### src/rtl/onewire_slave.sv
// 1-wire slave: reset/presence handling, Skip ROM, function-command capture and
// Read Scratchpad returning a 16-bit temperature word LSB-first.
module onewire_slave #(
  parameter int CLK_PER_US  = 16,
  parameter int RST_MIN_US  = 480,
  parameter int PRES_DLY_US = 30,
  parameter int PRES_LEN_US = 120,
  parameter int SAMPLE_US   = 30,
  parameter int TX0_LEN_US  = 45
) (
  input  logic        clk_in,
  input  logic        rst_n,
  input  logic        dq_in,
  output logic        dq_oe,
  input  logic [15:0] temp_data,
  output logic        cmd_valid,
  output logic [7:0]  cmd_byte,
  output logic        busy
);

  localparam logic [15:0] RST_CYC    = 16'(RST_MIN_US * CLK_PER_US);
  localparam logic [15:0] PRES_DLY_C = 16'(PRES_DLY_US * CLK_PER_US);
  localparam logic [15:0] PRES_LEN_C = 16'(PRES_LEN_US * CLK_PER_US);
  localparam logic [15:0] SAMPLE_C   = 16'(SAMPLE_US * CLK_PER_US);
  localparam logic [15:0] TX0_C      = 16'(TX0_LEN_US * CLK_PER_US);
  localparam logic [7:0]  CMD_SKIP   = 8'hCC;
  localparam logic [7:0]  CMD_READ   = 8'hBE;

  typedef enum logic [2:0] {
    IDLE, RST_LOW, PRES_WAIT, PRES_DRIVE, RX_ROM, RX_FUNC, TX_TEMP, WAIT_RST
  } state_t;

  state_t      state_reg;
  logic        sync1_reg;
  logic        dq_s;
  logic        dq_prev_reg;
  logic [15:0] low_cnt_reg;
  logic [15:0] tmr_reg;
  logic        slot_busy_reg;
  logic [4:0]  bit_cnt_reg;
  logic [7:0]  rx_sh_reg;
  logic [15:0] tx_sh_reg;

  logic       fall;
  logic       rise;
  logic       rst_det;
  logic [7:0] rx_byte;

  assign fall    = dq_prev_reg & ~dq_s;
  assign rise    = ~dq_prev_reg & dq_s;
  // Fires on the one cycle the low-time counter steps onto the threshold.
  assign rst_det = ~dq_s & ~fall & (low_cnt_reg == RST_CYC - 16'd1);
  assign rx_byte = {dq_s, rx_sh_reg[7:1]};

  always_ff @(posedge clk_in) begin
    if (!rst_n) begin
      state_reg     <= IDLE;
      sync1_reg     <= 1'b1;
      dq_s          <= 1'b1;
      dq_prev_reg   <= 1'b1;
      low_cnt_reg   <= '0;
      tmr_reg       <= '0;
      slot_busy_reg <= 1'b0;
      bit_cnt_reg   <= '0;
      rx_sh_reg     <= '0;
      tx_sh_reg     <= '0;
      dq_oe         <= 1'b0;
      cmd_valid     <= 1'b0;
      cmd_byte      <= '0;
      busy          <= 1'b0;
    end else begin
      sync1_reg   <= dq_in;
      dq_s        <= sync1_reg;
      dq_prev_reg <= dq_s;
      cmd_valid   <= 1'b0;

      if (fall)
        low_cnt_reg <= '0;
      else if (!dq_s && low_cnt_reg != 16'hFFFF)
        low_cnt_reg <= low_cnt_reg + 16'd1;

      if (rst_det) begin
        state_reg     <= RST_LOW;
        dq_oe         <= 1'b0;
        bit_cnt_reg   <= '0;
        rx_sh_reg     <= '0;
        slot_busy_reg <= 1'b0;
        tmr_reg       <= '0;
        busy          <= 1'b1;
      end else begin
        case (state_reg)
          IDLE, WAIT_RST: dq_oe <= 1'b0;
          RST_LOW: begin
            if (rise) begin
              state_reg <= PRES_WAIT;
              tmr_reg   <= '0;
            end
          end
          PRES_WAIT: begin
            if (tmr_reg == PRES_DLY_C - 16'd1) begin
              state_reg <= PRES_DRIVE;
              dq_oe     <= 1'b1;
              tmr_reg   <= '0;
            end else begin
              tmr_reg <= tmr_reg + 16'd1;
            end
          end
          PRES_DRIVE: begin
            if (tmr_reg == PRES_LEN_C - 16'd1) begin
              state_reg     <= RX_ROM;
              dq_oe         <= 1'b0;
              tmr_reg       <= '0;
              slot_busy_reg <= 1'b0;
            end else begin
              tmr_reg <= tmr_reg + 16'd1;
            end
          end
          RX_ROM, RX_FUNC: begin
            if (slot_busy_reg) begin
              if (tmr_reg == SAMPLE_C - 16'd1) begin
                slot_busy_reg <= 1'b0;
                rx_sh_reg     <= rx_byte;
                bit_cnt_reg   <= bit_cnt_reg + 5'd1;
                if (bit_cnt_reg == 5'd7) begin
                  bit_cnt_reg <= '0;
                  if (state_reg == RX_ROM) begin
                    state_reg <= (rx_byte == CMD_SKIP) ? RX_FUNC : WAIT_RST;
                  end else begin
                    cmd_byte  <= rx_byte;
                    cmd_valid <= 1'b1;
                    if (rx_byte == CMD_READ) begin
                      tx_sh_reg <= temp_data;
                      state_reg <= TX_TEMP;
                    end else begin
                      state_reg <= WAIT_RST;
                    end
                  end
                end
              end else begin
                tmr_reg <= tmr_reg + 16'd1;
              end
            end else if (fall) begin
              slot_busy_reg <= 1'b1;
              tmr_reg       <= '0;
            end
          end
          TX_TEMP: begin
            // The slot timer runs for the 0-bit hold window on every bit,
            // so falls caused by our own drive are never taken as new slots.
            if (slot_busy_reg) begin
              if (tmr_reg == TX0_C - 16'd1) begin
                slot_busy_reg <= 1'b0;
                dq_oe         <= 1'b0;
                if (bit_cnt_reg == 5'd16)
                  state_reg <= WAIT_RST;
              end else begin
                tmr_reg <= tmr_reg + 16'd1;
              end
            end else if (fall) begin
              slot_busy_reg <= 1'b1;
              tmr_reg       <= '0;
              dq_oe         <= ~tx_sh_reg[0];
              tx_sh_reg     <= tx_sh_reg >> 1;
              bit_cnt_reg   <= bit_cnt_reg + 5'd1;
            end
          end
          default: begin
            state_reg <= IDLE;
            dq_oe     <= 1'b0;
          end
        endcase
      end
    end
  end

endmodule

### config.mk
export PLATFORM = sky130hd
export DESIGN_NAME = onewire_slave
export DESIGN_NICKNAME = d
export VERILOG_FILES = /design/src/rtl/onewire_slave.sv
export SDC_FILE = /design/constraint.sdc
export NUM_CORES = 1
export LEC_CHECK = 0
export ABC_AREA = 0
export CORE_MARGIN = 2
export CORE_UTILIZATION = 30
export DETAILED_ROUTE_END_ITERATION = 12
export GPL_TIMING_DRIVEN = 0
export PLACE_DENSITY_LB_ADDON = 0.08
export SYNTH_ARGS = -nofsm -noshare
export SYNTH_HDL_FRONTEND = slang
export SYNTH_SLANG_ARGS = --single-unit
### constraint.sdc
create_clock -name clk_in -period 6.25 [get_ports clk_in]
set_clock_uncertainty 0.2 [all_clocks]
set_input_delay 1.5625 -clock clk_in [delete_from_list [all_inputs] [get_ports clk_in]]
set_output_delay 1.5625 -clock clk_in [all_outputs]
set_load 0.005 [all_outputs]
==> out/metrics.csv <==
stage,metric,value,unit
placement,"Cell Area, Placed",4392,sq um
pwr,Lkg Pwr,1.460,nW
logic_synthesis,"FFs w/ async S/R, synth",0,%
logic_synthesis,number of synthesized flops with an enable pin,0,
grt,GRT Total Usage,14.89,%
floorplan,Initial Util,30.80,%
timing,Slew HR,24.55,%
timing,Setup TNS,0,ns
grt,first-pass GRT wire length,16.73,mm
clock_network,CTS tree,done,
routing,vias,3521,
routing,DR pass1 iterations,4,
placement,dpl hpwl,7.099,mm
hold_path,WHS Path Cells,1,
critical_path,CP Launch Type,register,
floorplan,Placeable Area,12620,sq um
logic_synthesis,Synthesized Nets,499,
critical_path,CP bufs+invs,2,
logic_synthesis,"Seq/Total Area, Yosys",40.18,%
grt,busiest grt layer,met2,
clock_network,H-Tree Depth,3,
routing,drt via density,5.081,
flow_run,number of max-cap violations,0,
grt,total grt overflow,0,
critical_path,CP top delay family,simple AND/OR/NAND/NOR gates,
timing,worst hold margin,0.2028,ns
logic_synthesis,prevailing post-synth register cell,dfxtp_1,
routing,wire length per cell,14.36,um
critical_path,R2R depth,7,
routing,Initial DRC Count,140,
logic_synthesis,Yosys warnings,0,
cells_and_area,Reg area,1562,sq um
timing,Tmin final,3.345,ns
placement,IO buf count,29,
grt,initial antenna violation count,0,
critical_path,CP required,6.26,ns
logic_synthesis,Synth cell types,53,
grt,vias in the first global route,3287,
critical_path,Reg-to-Reg Start,low_cnt_reg[13],
cells_and_area,post-route cell area,4676,sq um
timing,post-route clock period utilization,53.53,%
placement,Place WS,2.471,ns
floorplan,die width,117.8,um
cells_and_area,FILL cells,1349,
grt,GR Util met3,4.312,%
placement,Placer Congestion,0.8306,
run_status,status,"finished, final reports clean",
critical_path,Critical Path AT,3.35,ns
routing,DRC errors left,0,
grt,GR Util met2,23.62,%
clock_network,"Clk pin slew, worst setup/hold paths",0.06,ns
critical_path,Crit. End Element,register,
timing,Final Setup Violations,0,
logic_synthesis,"FF+latch count, synth",78,
floorplan,Die Y,117.8,um
logic_synthesis,Mean Syn Cell Area,8.164,sq um
cells_and_area,area of the multi-input gates,2175,sq um
grt,largest net degree at the start of global routing,13,
critical_path,CP Cell Sequence,nor4b_1 > nand4_1 > nor4_1 > nand2b_1 > clkbuf_1 > buf_1 > nor2_1,
hold_path,hold_sp,sync1_reg,
clock_network,clk sink count,78,
floorplan,num ports,30,
floorplan,die area,13880,sq um
logic_synthesis,Post-Syn Instances,476,
critical_path,Crit Path Category,reg2reg,
clock_network,Post-CTS Setup Repair Bufs,0,
timing,"Slew Viols, Final",0,
clock_network,CTS Buf Count,9,
critical_path,Worst path max stage delay,0.86,ns
hold_path,Hold Path Class,reg2reg,
cells_and_area,fraction of layout cells with a size suffix above 1,5.182,%
timing,fmax,298.9,MHz
routing,drt total wl,9.949,mm
grt,M1 GR Usage,19.49,%
timing,Worst Tran Pin Value,1.121,ns
timing,Final Hold Fails,0,
cells_and_area,area added between synthesis and finish,20.32,%
critical_path,worst-path fanout max,10,
floorplan,Rows,41,
timing,"Worst Setup Slack, final",2.905,ns
clock_network,Clock Tree Buf Depth,2,
hold_path,Hold EP,dq_s,
clock_network,clock latency on the worst-skew pair,0.34,ns
critical_path,"Max stage delay cell, worst path",nor4_1,
critical_path,R2R Path End,rx_sh_reg[3],
cells_and_area,# diodes,0,
clock_network,Clk Tree Root Cell,clkbuf_16,
pwr,PD cells,229.8,nW/um^2
pwr,VDD IR-drop max,0.0001472,V
logic_synthesis,Post-Syn Area,3886,sq um
clock_network,CTS resizes,0,
critical_path,Reg2Reg Setup Slack,2.90,ns
clock_network,Post-CTS Hold Buffers,0,
routing,Routed Antenna Nets,0,
cells_and_area,Final nets,539,
timing,unrepaired setup endpoints after global routing,no,
==> report_power, final <==
group	internal (mW)	total [mW]	switching [mW]	leakage, nW
Combinational	0.0246	0.0605	0.0359	0.695
Clock	0.308	0.512	0.204	0.137
Sequential	0.500	0.502	0.00232	0.629
==> cells in the mapped netlist, types with 8 or more instances <==
cell type / count / share of area (%)
nor4_1: 8 / 1.3
nand2b_1: 9 / 1.4
nand3_1: 25 / 3.2
mux2i_1: 18 / 4.6
xor2_1: 8 / 1.8
o21ai_0: 13 / 1.7
dfxtp_1: 78 / 40
a311oi_1: 15 / 3.4
nor3_1: 16 / 2.1
a31oi_1: 9 / 1.4
xnor2_1: 10 / 2.3
nand2_1: 64 / 6.2
a21oi_1: 13 / 1.7
or4_1: 10 / 1.9
clkbuf_1: 20 / 1.9
nor2b_1: 10 / 1.6
inv_1: 9 / 0.87
nor2_1: 60 / 5.8
==> layer usage <==
metal | part of all wire [%] | wire, um | vias to the layer above
li1 | - | - | 1790
met1 | 49 | 4827 | 1664
met2 | 47 | 4671 | 59
met3 | 3.5 | 348 | 8
met4 | 1.0 | 102 | 0
met5 | 0 | 0 | -
==> worst max path at each step <==
| stage | from | end | depth (start not counted) |
|---|---|---|---|
| final | low_cnt_reg[13] | rx_sh_reg[3] | 7 |
| after global placement | rst_n | dq_oe | 5 |
| after global routing | low_cnt_reg[3] | dq_oe | 7 |
| after floorplan | rst_n | bit_cnt_reg[3] | 4 |
| after CTS | low_cnt_reg[3] | dq_oe | 7 |
| after detailed placement | rst_n | dq_oe | 5 |
==> cell type report <==
class / count / area share (%)
timing repair buffer: 29 / 6.208
clock inverter: 4 / 1.017
tap: 172 / 4.603
multi-input combinational: 360 / 46.51
clock buffer: 12 / 5.058
buffer: 28 / 2.408
inverter: 10 / 0.8028
sequential: 78 / 33.40
==> cell usage in the layout (no fill, tap or decap), types with 6 or more instances in the layout <==
cell type and n:
or4_1 10, clkdlybuf4s50_1 29, nor2_1 60, nand2_1 64, xnor2_1 10, a31oi_1 9, nand3_1 25, nand2b_1 9
dfxtp_1 78, clkbuf_16 9, nor4_1 8, nor3_1 16, inv_1 9, o21ai_0 13, a21oi_1 13, mux2i_1 18
a311oi_1 15, buf_2 6, nor2b_1 10, clkbuf_1 23, xor2_1 8, and3_1 7
==> through the flow <==
| stage | total power [mW] | std cells | utilization [%] |
|---|---|---|---|
| after floorplan | 0.5460 | 476 | - |
| after global placement | 0.5741 | 677 | 34.80 |
| after detailed placement | 0.5738 | 677 | 34.80 |
| after CTS | 1.095 | 693 | 37.05 |
| after global routing | 1.119 | 693 | 37.05 |
| final | 1.075 | 693 | 37.05 |
==> cells by family (layout without fill, tap and decap cells) <==
family	count (synthesis)	in the layout	synth area share, %
AND/OR/NAND/NOR	247	247	32.97
flip-flops	78	78	40.18
AO/OA/AOI/OAI	73	73	13.01
buffers and inverters	38	83	3.863
XOR/XNOR	18	18	4.057
multiplexers	18	18	4.636
adder cells (fa/ha/maj)	4	4	1.288
(Power assumes the default switching activity.)
